**src/rtl/hc138_scan_pkg.sv**
```systemverilog
// Shared types and constants for the hc138 scan sequencer.
// Also provides a helper that returns the lowest set bit of a channel mask.
package hc138_scan_pkg;

   typedef enum logic [1:0] {IDLE, BLANK, DRIVE} state_e;

   localparam int NUM_CH = 8;
   localparam int ADDR_W = 3;
   localparam logic [2:0] EN_ON  = 3'b111;
   localparam logic [2:0] EN_OFF = 3'b000;

   function automatic logic [ADDR_W-1:0] lowest_bit(input logic [NUM_CH-1:0] m);
      lowest_bit = '0;
      for (int i = NUM_CH - 1; i >= 0; i--)
         if (m[i]) lowest_bit = ADDR_W'(i);
   endfunction

endpackage

```
**src/rtl/hc138_scan_next_ch.sv**
```systemverilog
// Combinational channel picker: next set bit above cur (wrapping), wrap flag, lowest set bit.
// A mask with only cur set yields next == cur and wrap == 1.
module hc138_scan_next_ch
   import hc138_scan_pkg::*;
(
   input  logic [NUM_CH-1:0] mask_i,
   input  logic [ADDR_W-1:0] cur_i,
   output logic [ADDR_W-1:0] next_o,
   output logic              wrap_o,
   output logic [ADDR_W-1:0] first_o
);

   logic              found;
   logic [ADDR_W-1:0] idx;

   always_comb begin
      next_o = '0;
      found  = 1'b0;
      idx    = '0;
      for (int i = 1; i <= NUM_CH; i++) begin
         idx = cur_i + ADDR_W'(i);
         if (!found && mask_i[idx]) begin
            next_o = idx;
            found  = 1'b1;
         end
      end
   end

   assign wrap_o  = (next_o <= cur_i);
   assign first_o = lowest_bit(mask_i);

endmodule

```
**src/rtl/hc138_scan_seq.sv**
```systemverilog
// Scan sequencer driving an hc138 decoder: blank gap, then dwell per enabled channel.
// Optional frame counter output when HC138_SCAN_STATS_EN is defined.
module hc138_scan_seq
   import hc138_scan_pkg::*;
#(
   parameter int DWELL_W      = 16,
   parameter int BLANK_CYCLES = 2
) (
   input  logic               clk_i,
   input  logic               rst_i,
   input  logic               start_i,
   input  logic               stop_i,
   input  logic               continuous_i,
   input  logic [NUM_CH-1:0]  chan_mask_i,
   input  logic [DWELL_W-1:0] dwell_i,
   output logic [ADDR_W-1:0]  addr_o,
   output logic [2:0]         en_o,
   output logic               busy_o,
   output logic               frame_done_o
`ifdef HC138_SCAN_STATS_EN
   ,output logic [15:0]       frame_cnt_o
`endif
);

   localparam logic [DWELL_W-1:0] BLANK_LAST = DWELL_W'(BLANK_CYCLES - 1);

   state_e             state_q, state_d;
   logic [ADDR_W-1:0]  addr_q, addr_d;
   logic [2:0]         en_q, en_d;
   logic               busy_q, busy_d;
   logic               frame_done_q, frame_done_d;
   logic [DWELL_W-1:0] cnt_q, cnt_d;
   logic [NUM_CH-1:0]  mask_q, mask_d;
   logic [DWELL_W-1:0] dwell_q, dwell_d;
   logic               cont_q, cont_d;

   logic [ADDR_W-1:0]  nxt_ch, first_ch;
   logic               wrap;
   logic               go, blank_end, dwell_end, new_mask_nz;

   hc138_scan_next_ch u_next_ch (
      .mask_i  (mask_q),
      .cur_i   (addr_q),
      .next_o  (nxt_ch),
      .wrap_o  (wrap),
      .first_o (first_ch)
   );

   assign new_mask_nz = (chan_mask_i != '0);
   assign go          = start_i && !stop_i && new_mask_nz;
   assign blank_end   = (cnt_q == BLANK_LAST);
   assign dwell_end   = (cnt_q == dwell_q);

   always_ff @(posedge clk_i) begin
      if (rst_i) state_q <= IDLE;
      else       state_q <= state_d;
   end

   always_comb begin
      state_d = state_q;
      unique case (state_q)
         IDLE:  if (go) state_d = BLANK;
         BLANK: begin
            if (stop_i)         state_d = IDLE;
            else if (blank_end) state_d = DRIVE;
         end
         DRIVE: begin
            if (stop_i) state_d = IDLE;
            else if (dwell_end) begin
               if (!wrap)                      state_d = BLANK;
               else if (cont_q && new_mask_nz) state_d = BLANK;
               else                            state_d = IDLE;
            end
         end
         default: state_d = IDLE;
      endcase
   end

   // One shared counter times both the blank gap and the dwell.
   always_comb begin
      addr_d       = addr_q;
      cnt_d        = cnt_q;
      mask_d       = mask_q;
      dwell_d      = dwell_q;
      cont_d       = cont_q;
      frame_done_d = 1'b0;
      unique case (state_q)
         IDLE: begin
            cnt_d = '0;
            if (go) begin
               mask_d  = chan_mask_i;
               dwell_d = dwell_i;
               cont_d  = continuous_i;
               addr_d  = lowest_bit(chan_mask_i);
            end
         end
         BLANK: begin
            if (stop_i || blank_end) cnt_d = '0;
            else                     cnt_d = cnt_q + DWELL_W'(1);
         end
         DRIVE: begin
            if (stop_i) cnt_d = '0;
            else if (dwell_end) begin
               cnt_d = '0;
               if (!wrap) addr_d = nxt_ch;
               else begin
                  frame_done_d = 1'b1;
                  if (cont_q) begin
                     mask_d  = chan_mask_i;
                     dwell_d = dwell_i;
                     cont_d  = continuous_i;
                     if (new_mask_nz) addr_d = lowest_bit(chan_mask_i);
                  end
               end
            end else cnt_d = cnt_q + DWELL_W'(1);
         end
         default: cnt_d = '0;
      endcase
      en_d   = (state_d == DRIVE) ? EN_ON : EN_OFF;
      busy_d = (state_d != IDLE);
   end

   always_ff @(posedge clk_i) begin
      if (rst_i) begin
         addr_q       <= '0;
         en_q         <= EN_OFF;
         busy_q       <= 1'b0;
         frame_done_q <= 1'b0;
         cnt_q        <= '0;
         mask_q       <= '0;
         dwell_q      <= '0;
         cont_q       <= 1'b0;
      end else begin
         addr_q       <= addr_d;
         en_q         <= en_d;
         busy_q       <= busy_d;
         frame_done_q <= frame_done_d;
         cnt_q        <= cnt_d;
         mask_q       <= mask_d;
         dwell_q      <= dwell_d;
         cont_q       <= cont_d;
      end
   end

   assign addr_o       = addr_q;
   assign en_o         = en_q;
   assign busy_o       = busy_q;
   assign frame_done_o = frame_done_q;

   // first_ch mirrors lowest_bit(mask_q); only the IDLE/relatch paths need the live mask.
   logic first_unused;
   assign first_unused = ^first_ch;

`ifdef HC138_SCAN_STATS_EN
   logic [15:0] frame_cnt_q;
   always_ff @(posedge clk_i) begin
      if (rst_i)             frame_cnt_q <= '0;
      else if (frame_done_d) frame_cnt_q <= frame_cnt_q + 16'd1;
   end
   assign frame_cnt_o = frame_cnt_q;
`endif

endmodule

```
**config.mk**
```make
export PLATFORM = sky130hd
export DESIGN_NAME = hc138_scan_seq
export DESIGN_NICKNAME = d
export VERILOG_FILES = /design/src/rtl/hc138_scan_pkg.sv /design/src/rtl/hc138_scan_next_ch.sv /design/src/rtl/hc138_scan_seq.sv
export SDC_FILE = /design/constraint.sdc
export NUM_CORES = 1
export LEC_CHECK = 0
export BUFFER_PORTS_ARGS = -buffer_cell sky130_fd_sc_hd__clkbuf_2
export CAP_MARGIN = 10
export CORE_AREA = 2 2 84 86
export DETAILED_ROUTE_END_ITERATION = 10
export DIE_AREA = 0 0 86 88
export PLACE_DENSITY_LB_ADDON = 0.08
export SYNTH_ARGS = -nofsm -noshare
export SYNTH_HDL_FRONTEND = slang
export SYNTH_SLANG_ARGS = --single-unit
```
**constraint.sdc**
```tcl
create_clock -name clk_i -period 11.9 [get_ports clk_i]
set_clock_uncertainty 0.2 [all_clocks]
set_input_delay 0 -clock clk_i [delete_from_list [all_inputs] [get_ports clk_i]]
set_output_delay 0 -clock clk_i [all_outputs]
set_load 0.005 [all_outputs]
```
---- Word-level counts from Yosys, hierarchy flattened ----
Cells that the tools add are included.
Widths: inputs -> output; s select.
word-level totals
  input bits .............................. 29
  latch bits .............................. 0
  logic and storage cells ................. 145
  memories ................................ 0
  bits in read-only memories .............. 0
  output and inout bits ................... 8
  register bits after elaboration ......... 51
  bits in writable memories ............... 0
operators by class
  equal/unequal tests ..................... 12
  multiplexer cells ....................... 78
  shifts and indexed selects .............. 0
  $lt $le $gt $ge ......................... 9
  reduce and logical (&&, ||, !) cells .... 27
  div/mod/pow operators ................... 0
  bitwise gates (word level) .............. 2
  add/subtract/negate cells ............... 8
  multiply operators ...................... 0
operator list
  operator               count
  $mux 16                8
  $mux 3                 23
  $pmux 16 s2            2
  $mux 8                 5
  $lt 3x4->1 const B     8
  $bmux 1 s3             8
  $mux 1                 23
  $add 16x1->16 const B  1
  $eq 16x1->1 const B    1
  $eq 16x16->1           1
  $pmux 8 s2             1
  $add 3x3->3 const B    4
  $reduce_and 6->1       2
  $logic_and 1x1->1      10
  $mux 2                 5
  $ne 2x2->1 const B     5
  $logic_not 1->1        8
  $reduce_bool 8->1      1
  $add 3x2->3 const B    2
  $ne 3x3->1 const B     2
  $pmux 2 s3             1
  $pmux 3 s2             1
  $reduce_and 5->1       1
  $eq 2x2->1 const B     2
  9 further kinds        11

---- Depth between registers and ports, before layout ----
Gate-level depths: netlist of the first run.
  depth after elaboration ................. 32
  gate-level depth with buffers ........... 22
  mapped depth without buffers ............ 16

---- Modules after synthesis ----
From an unflattened synthesis of the first run, not the netlist that was laid out.
unflattened totals
  cells, all modules ...................... 368
  area, all modules ....................... 3285.7 µm²
modules (own cells, without submodules)
  module              times used  seq. area each (µm²)  area each (µm²)  cells an instance
  hc138_scan_seq      1           980.9                 2373.5           257
  hc138_scan_next_ch  1           0.0                   912.1            111

---- Worst setup path before layout of the first run ----
OpenSTA, ideal clock, no wires.
  kind .................................... register to register
  from .................................... register addr_q[1], in the netlist addr_o[1]
  to ...................................... register dwell_q[10]
  path buffers ............................ 4
  cell stages (with the launch flop) ...... 20
  required time ........................... 11.572 ns
  arrival ................................. 4.279 ns
  path slack .............................. 7.294 ns
  period minus slack after synthesis ...... 4.606 ns
  library setup time ...................... 0.128 ns
  path through ............................ dfxtp_1 -> buf_2 -> inv_1 -> ha_1 -> buf_6 -> mux4_1 -> mux2i_2 -> nand3_1 -> nor4_1 -> o221ai_2 -> ha_1 -> nor2b_1 -> o21ai_0 -> a32oi_1 -> nand4b_1 -> a21o_1 -> clkbuf_1 -> buf_2 -> mux2i_1 -> nor2_1
between the ends
  cells in the longest elaborated chain, start to end .. 28
  elaborated cells between the ends (all ways) .. 55
  those cells by class .................... add/sub (7); order compare (1); eq/ne (1); mux (31); reduce/logical (15)
RTL lines
  item                          line                      source
  from (decl)                   hc138_scan_seq.sv:28      logic [ADDR_W-1:0] addr_q, addr_d;
  from (signal assigned)        hc138_scan_seq.sv:134     addr_q <= addr_d;
  $add 3x1->3                   hc138_scan_next_ch.sv:21  idx = cur_i + ADDR_W'(i);
  $bmux 1 s3                    hc138_scan_next_ch.sv:22  if (!found && mask_i[idx]) begin
  $mux 1 (not written as such)  hc138_scan_next_ch.sv:22
  $mux 1                        hc138_scan_next_ch.sv:22
  $logic_not 1->1               hc138_scan_next_ch.sv:22
  $logic_and 1x1->1             hc138_scan_next_ch.sv:22
  $mux 1                        hc138_scan_next_ch.sv:22
  $logic_not 1->1               hc138_scan_next_ch.sv:22
  [12 not listed]               --
  $logic_and 1x1->1             hc138_scan_next_ch.sv:22
  $mux 1                        hc138_scan_next_ch.sv:22
  $logic_not 1->1               hc138_scan_next_ch.sv:22
  $logic_and 1x1->1             hc138_scan_next_ch.sv:22
  $mux 3                        hc138_scan_next_ch.sv:22
  $le 3x3->1 *                  hc138_scan_next_ch.sv:29  assign wrap_o = (next_o <= cur_i);
  $ne 2x2->1 (no line) *        --
  $reduce_and 6->1 (no line) *  --
  to (signal assigned)          hc138_scan_seq.sv:140     dwell_q <= dwell_d;
  to (decl)                     hc138_scan_seq.sv:34      logic [DWELL_W-1:0] dwell_q, dwell_d;
Every way passes the cells marked *; elsewhere a longest branch is shown, timed or not. The select of a mux whose other input is x is not followed.
A chain may end at the register's enable or synchronous reset.

---- Worst setup path after layout of the first run ----
  from .................................... register addr_q[0], in the netlist addr_o[0]
  to ...................................... register mask_q[2]
between the ends
  cells in the longest elaborated chain, start to end .. 28
  elaborated cells between the ends (all ways) .. 55
  those cells by class .................... add/sub (7); order compare (1); eq/ne (1); mux (31); reduce/logical (15)
RTL lines
  item                          line                      source
  $add 3x1->3                   hc138_scan_next_ch.sv:21
  $bmux 1 s3                    hc138_scan_next_ch.sv:22
  $mux 1 (not written as such)  hc138_scan_next_ch.sv:22
  $mux 1                        hc138_scan_next_ch.sv:22
  $logic_not 1->1               hc138_scan_next_ch.sv:22
  $logic_and 1x1->1             hc138_scan_next_ch.sv:22
  $mux 1                        hc138_scan_next_ch.sv:22
  $logic_not 1->1               hc138_scan_next_ch.sv:22
  [12 not listed]               --
  $logic_and 1x1->1             hc138_scan_next_ch.sv:22
  $mux 1                        hc138_scan_next_ch.sv:22
  $logic_not 1->1               hc138_scan_next_ch.sv:22
  $logic_and 1x1->1             hc138_scan_next_ch.sv:22
  $mux 3                        hc138_scan_next_ch.sv:22
  $le 3x3->1 *                  hc138_scan_next_ch.sv:29
  $ne 2x2->1 (no line) *        --
  $reduce_and 6->1 (no line) *  --
  to (signal assigned)          hc138_scan_seq.sv:139     mask_q <= mask_d;
  to (decl)                     hc138_scan_seq.sv:33      logic [NUM_CH-1:0] mask_q, mask_d;
Marked as above.

==> reports/results.txt, run 1 <==
top-area cell type share of the netlist area: 29.9%
mux cell area share after synthesis: 22.4%
drt total wl: 7690 um
Synth Area in Compound Gates: 10.3%
multi-input logic area: 0.00212 mm^2
largest family of logic cells by synthesized area: multiplexers
post-synthesis sequential area ratio: 29.9%
Syn Nets: 397
Detailed Place HPWL: 5470 um
slowest CP cell: a21o_1
Syn Inst Count: 357
Worst-Margin Slew: 1.22 ns
crit-path cells: inv_2, ha_1, mux4_1, mux2i_2, nand3_1, nor4_1, o221ai_2, ha_1, nor2b_1, o21ai_0, a32oi_1, nand4b_1, a21o_1, mux2i_1, nor2_1
CP max stage delay: 0.94 ns
via/cell ratio: 5.57
synth unique cells: 58
simple-gate area share of the yosys netlist: 19.1%
Final min period: 6.00 ns
CP Max Fanout: 24
first-pass GRT wire length: 12,900 um
DR iter-0 viols: 178
xor and xnor area share after synthesis: 8.82%
Storage cell area: 981 um^2
Post-Synth Adder-Cell Area: 4.20%
most common cell after layout, fill and taps aside: nor2_1
Hold Path Class: primary input to register
Post-layout nets: 448
CP Data Arrival Time: 5.98 ns
CTS Sinks: 49
register bit total from synthesis: 49
Hold Vio Cnt, Final: 0
P_leak: 1.61 nW
Initial Util: 49.3%
slew margin rel.: 18.7%
largest net degree at the start of global routing: 32
MaxCap Viol Count: 0
post-route cell area: 0.00381 mm^2
RSZ-0062 raised after global routing: no
Async SR Flop Fraction: 0%
Final Slew Violations: 0
Reg clk slew, reported paths: 0.10 ns
ys flop type: dfxtp_1
Placer Congestion: 0.879
Port Buffer Count: 36
warnings from Yosys: 0
PD cells: 109 mW/mm^2
Tot GR Track Use: 21.7%
CTS root buf: clkbuf_8
Num CTS Buffers: 5
synthesized area: 0.00328 mm^2
Max Root-Sink Buffers: 2
H-tree levels: 2
final setup TNS: 0 ns
Layout area overhead: 16.4%
Layout Utilization: 57.4%
Antenna Nets Post-Route: 0
final worst slack: 5.90 ns
share of layout cells above drive strength 1: 15.6%
Peak supply drop: 0.0000847 V
Setup WS pre-CTS: 5.94 ns
Setup Crit Path Kind: register to register
chip height: 88 um
commonest non-fill, non-tap cells in the layout: nor2_1 (63), dfxtp_1 (49), clkbuf_2 (36)
f_max: 167 MHz
IO Pins: 37
number of diodes: 0
syn avg cell area: 9.18 um^2
vias in the first global route: 2,542
CORE AREA: 0.00664 mm^2
Post CTS Setup Buffer Count: 0
vias after detailed routing: 2,725
fin crit share: 50.5%
top cell type by total area after synthesis: dfxtp_1
# rows: 30
status: completed
initial antenna violation count: 0
Die Width: 86 um
critical path's most frequent cell: ha_1
Post-route DRC: 0
CTS tree: yes
fillers: 606
wire per inst: 15.7 um
CP Launch Type: register
Final Setup Violations: 0
number of flops mapped to enable cells by yosys: 0
Worst-Skew Late Latency: 0.30 ns
GRT overflow: 0
die area: 0.00757 mm^2
first-pass detailed-route iteration total: 4
Placed Area: 0.00344 mm^2
endpoint type of the worst setup path: register
synth top area cells: dfxtp_1 (30%), mux2i_1 (10%), nor2_1 (7.2%)
Req. time, crit path: 11.87 ns
## cells by family after synthesis
logic type / Yosys count
multiplexers: 52
AO/OA/AOI/OAI: 48
buffers and inverters: 33
adder cells (fa/ha/maj): 11
AND/OR/NAND/NOR: 131
flip-flops: 49
XOR/XNOR: 33
## synthesized netlist by cell type, drive strengths merged, types with 2 or more instances
| cell type | count |
|---|---|
| a211oi | 2 |
| a21o | 2 |
| a21oi | 14 |
| a311oi | 2 |
| a31oi | 4 |
| a32oi | 2 |
| a41oi | 2 |
| and2 | 7 |
| and3 | 2 |
| buf | 10 |
| clkbuf | 8 |
| dfxtp | 49 |
| ha | 11 |
| inv | 15 |
| mux2 | 4 |
| mux2i | 34 |
| mux4 | 14 |
| nand2 | 18 |
| nand2b | 2 |
| nand3 | 10 |
| nand3b | 2 |
| nand4 | 9 |
| nor2 | 63 |
| nor2b | 4 |
| nor3 | 2 |
| nor4 | 6 |
| o211ai | 2 |
| o21ai | 7 |
| xnor2 | 25 |
| xor2 | 8 |
## worst paths after layout
check	start	slack, ns	depth (start not counted)	to
hold reg to reg	cont_q	0.31	2	cont_q
setup reg to reg	addr_o[0]	5.90	15	mask_q[2]
hold / removal	rst_i	0.1	2	dwell_q[6]
setup / recovery	addr_o[0]	5.90	15	mask_q[2]
## cell type report
type | instances | area share [%]
tap | 80 | 2.62
inverter | 15 | 1.48
timing repair buffer | 62 | 11.5
sequential | 49 | 25.7
clock buffer | 5 | 1.80
clock inverter | 3 | 1.15
multi-input combinational | 275 | 55.7
## per-layer routing
metal	global-route usage, %	part of all wire (%)
met3	2.83	4.9
met5	0	0
met2	32.1	43
met1	33.6	51
met4	4.33	0.74
## metrics by stage
step	total power, W	instances	hold WS (ns)
6_report	0.000414	489	0.0978
5_1_grt	0.000439	489	0.130
4_1_cts	0.000417	489	0.0974
3_5_place_dp	0.000288	455	0.0408
3_3_place_gp	0.000288	455	0.0309
2_1_floorplan	0.000267	357	-0.0561
## what timing repair did
| action | in CTS | in global routing |
|---|---|---|
| resized for setup | 0 | 0 |
| hold buffers | 26 | 0 |
| endpoints found under the hold margin | 28 | 0 |
| setup endpoints to repair | 0 | 0 |
## state kept, by name, indices dropped and copies added (netlist names)
register      flops
dwell_q          16
busy_o            1
cnt_q            16
cont_q            1
addr_o            3
mask_q            8
en_o              1
frame_done_o      1
state_q           2
## where the power goes
group	switching [W]	total, W	internal [W]
Sequential	0.00000994	0.000180	0.000170
Combinational	0.0000570	0.000113	0.0000559
Clock	0.0000587	0.000122	0.0000631
Total	0.000126	0.000414	0.000289
## critical path, delay by kind of cell, from the launching register on
family,cells,cell delay [ns]
flops,1,0.79
buf+inv,1,0.20
fa+ha+maj,2,1.02
mux,3,1.30
simple gates,5,0.90
compound gates,4,1.46
Note: power is estimated with default switching activity, not from simulation.
==> run 2, diff against run 1 <==
Settings changed: ABC_AREA set to 1, CORE_AREA 2 2 84 86 to 2 2 83 85, DIE_AREA 0 0 86 88 to 0 0 85 87.
Clock period 11.9 ns to 5.8 ns, I/O delays scaled along.
==> run 2 against run 1 <==
Critical path depth is 14 higher; non-clock buffer count is 6 higher; worst hold slack worse by 0.048 ns; highest routed layer unchanged.
==> reports/results.txt, run 2 <==
status: completed
post-CTS sizing: 0
# rows: 30
CP Max Fanout: 27
share of layout cells above drive strength 1: 17.5%
first-pass GRT wire length: 12,700 um
Hold Path Class: primary input to register
commonest cells in the netlist: nand2_1 (120), dfxtp_1 (49), nor2_1 (43)
via/cell ratio: 5.08
Switching Share: 35.9%
f_max: 215 MHz
Final Setup Violations: 0
Async SR Flop Fraction: 0%
CTS root buf: clkbuf_8
Detailed Place HPWL: 5780 um
clock share of power: 27.3%
commonest non-fill, non-tap cells in the layout: nand2_1 (120), dfxtp_1 (49), nor2_1 (43)
fillers: 635
most common cell after layout, fill and taps aside: nand2_1
number of flops mapped to enable cells by yosys: 0
Peak supply drop: 0.000195 V
top-area cell type share of the netlist area: 30.7%
initial antenna violation count: 0
Die Width: 85 um
slowest CP cell: ha_1
warnings from Yosys: 0
CP Data Arrival Time: 4.63 ns
Setup Crit Path Kind: register to register
Antenna Nets Post-Route: 0
Req. time, crit path: 5.77 ns
die area: 0.00740 mm^2
Syn Nets: 499
CORE AREA: 0.00657 mm^2
CTS tree: yes
Largest regs: cnt_q (16), dwell_q (16), mask_q (8)
PD cells: 278 mW/mm^2
wire per inst: 12.9 um
Reg power frac: 35.2%
final setup TNS: 0 ns
CP Launch Type: register
post-synthesis sequential area ratio: 30.7%
vias after detailed routing: 3,040
Final Slew Violations: 0
CP max stage delay: 0.40 ns
Tot GR Track Use: 21.4%
Final min period: 4.66 ns
Post-layout nets: 558
slew margin rel.: 57.9%
Max Root-Sink Buffers: 2
P_leak: 1.64 nW
first-pass detailed-route iteration total: 4
fin crit share: 80.4%
Initial Util: 48.6%
register bit total from synthesis: 49
DR iter-0 viols: 113
Port Buffer Count: 36
number of diodes: 0
Int Pwr: 0.000678 W
IO Pins: 37
Comb pwr share: 37.5%
chip height: 87 um
drt total wl: 7720 um
endpoint type of the worst setup path: register
Setup WS pre-CTS: 1.20 ns
synthesized area: 0.00319 mm^2
critical path's most frequent cell: nand2_1
Num CTS Buffers: 5
H-tree levels: 2
count leader, synth: nand2_1
Worst-Margin Slew: 0.626 ns
synth top area cells: dfxtp_1 (31%), nand2_1 (14%), a21oi_1 (5.8%)
Placer Congestion: 0.975
sw power: 0.000380 W
Hold Vio Cnt, Final: 0
syn avg cell area: 6.95 um^2
final worst slack: 1.14 ns
CTS Sinks: 49
Post-route DRC: 0
ys flop type: dfxtp_1
synth unique cells: 40
vias in the first global route: 2,831
GRT overflow: 0
Layout area overhead: 19.4%
top cell type by total area after synthesis: dfxtp_1
Reg clk slew, reported paths: 0.09 ns
Worst-Skew Late Latency: 0.30 ns
Worst Hold Slack: 0.0497 ns
RSZ-0062 raised after global routing: no
Syn Inst Count: 459
MaxCap Viol Count: 0
largest net degree at the start of global routing: 28
[run 2: cells by family (layout without fill, tap and decap cells)]
logic type	Yosys count	count (layout)	synth area share, %
simple gates	242	242	36.9
compound gates	67	67	12.0
buf+inv	65	125	9.17
flops	49	49	30.7
xor+xnor	25	25	6.86
fa+ha+maj	11	11	4.31
[run 2: final timing paths]
path / start / to / slack (ns) / cells past startpoint
hold / removal: rst_i / dwell_q[4] / 0.05 / 2
setup reg to reg: addr_o[1] / mask_q[6] / 1.14 / 29
setup / recovery: addr_o[1] / mask_q[6] / 1.14 / 29
hold reg to reg: dwell_q[3] / dwell_q[3] / 0.28 / 2
[run 2: routing by layer]
layer  wire (um)  part of all wire, %  global-route usage, %
met2        3930                   51                   39.4
met1        3390                   44                   26.0
met4          79                  1.0                   5.48
met5           0                    0                      0
met3         332                  4.3                   3.32
[run 2: critical path, delay by kind of cell, from the launching register on]
kind	cells	cell delay [ns]
buf+inv	9	1.36
simple gates	12	1.00
compound gates	6	0.91
fa+ha+maj	2	0.72
flops	1	0.32
[run 2: what timing repair did]
item	in CTS	in global routing
endpoints found under the hold margin	29	0
hold buffers	27	0
setup buffers	0	0
[run 2: final cells by class]
class	instances	area, um^2	area share [%]
multi-input combinational	345	1920	50.3
sequential	49	981	25.7
timing repair buffer	68	488	12.8
inverter	49	186	4.89
tap	80	100	2.63
clock buffer	5	68.8	1.81
clock inverter	3	68.8	1.81
[run 2: power groups by stage]
stage                     clock network, W  registers [W]  logic, W
after detailed placement                 0       0.000380  0.000379
after floorplan                          0       0.000374  0.000310
final                             0.000289       0.000372  0.000397
after CTS                         0.000298       0.000373  0.000396
after global routing              0.000311       0.000375  0.000450
after global placement                   0       0.000380  0.000374
[run 2: metrics by stage]
stage | std cells | util, % | area, um^2 | total power [W]
after CTS | 599 | 58.0 | 3810 | 0.00107
after floorplan | 459 | - | 3190 | 0.000685
final | 599 | 58.0 | 3810 | 0.00106
after global routing | 599 | 58.0 | 3810 | 0.00114
after detailed placement | 564 | 51.8 | 3400 | 0.000760
after global placement | 564 | 51.8 | 3400 | 0.000753
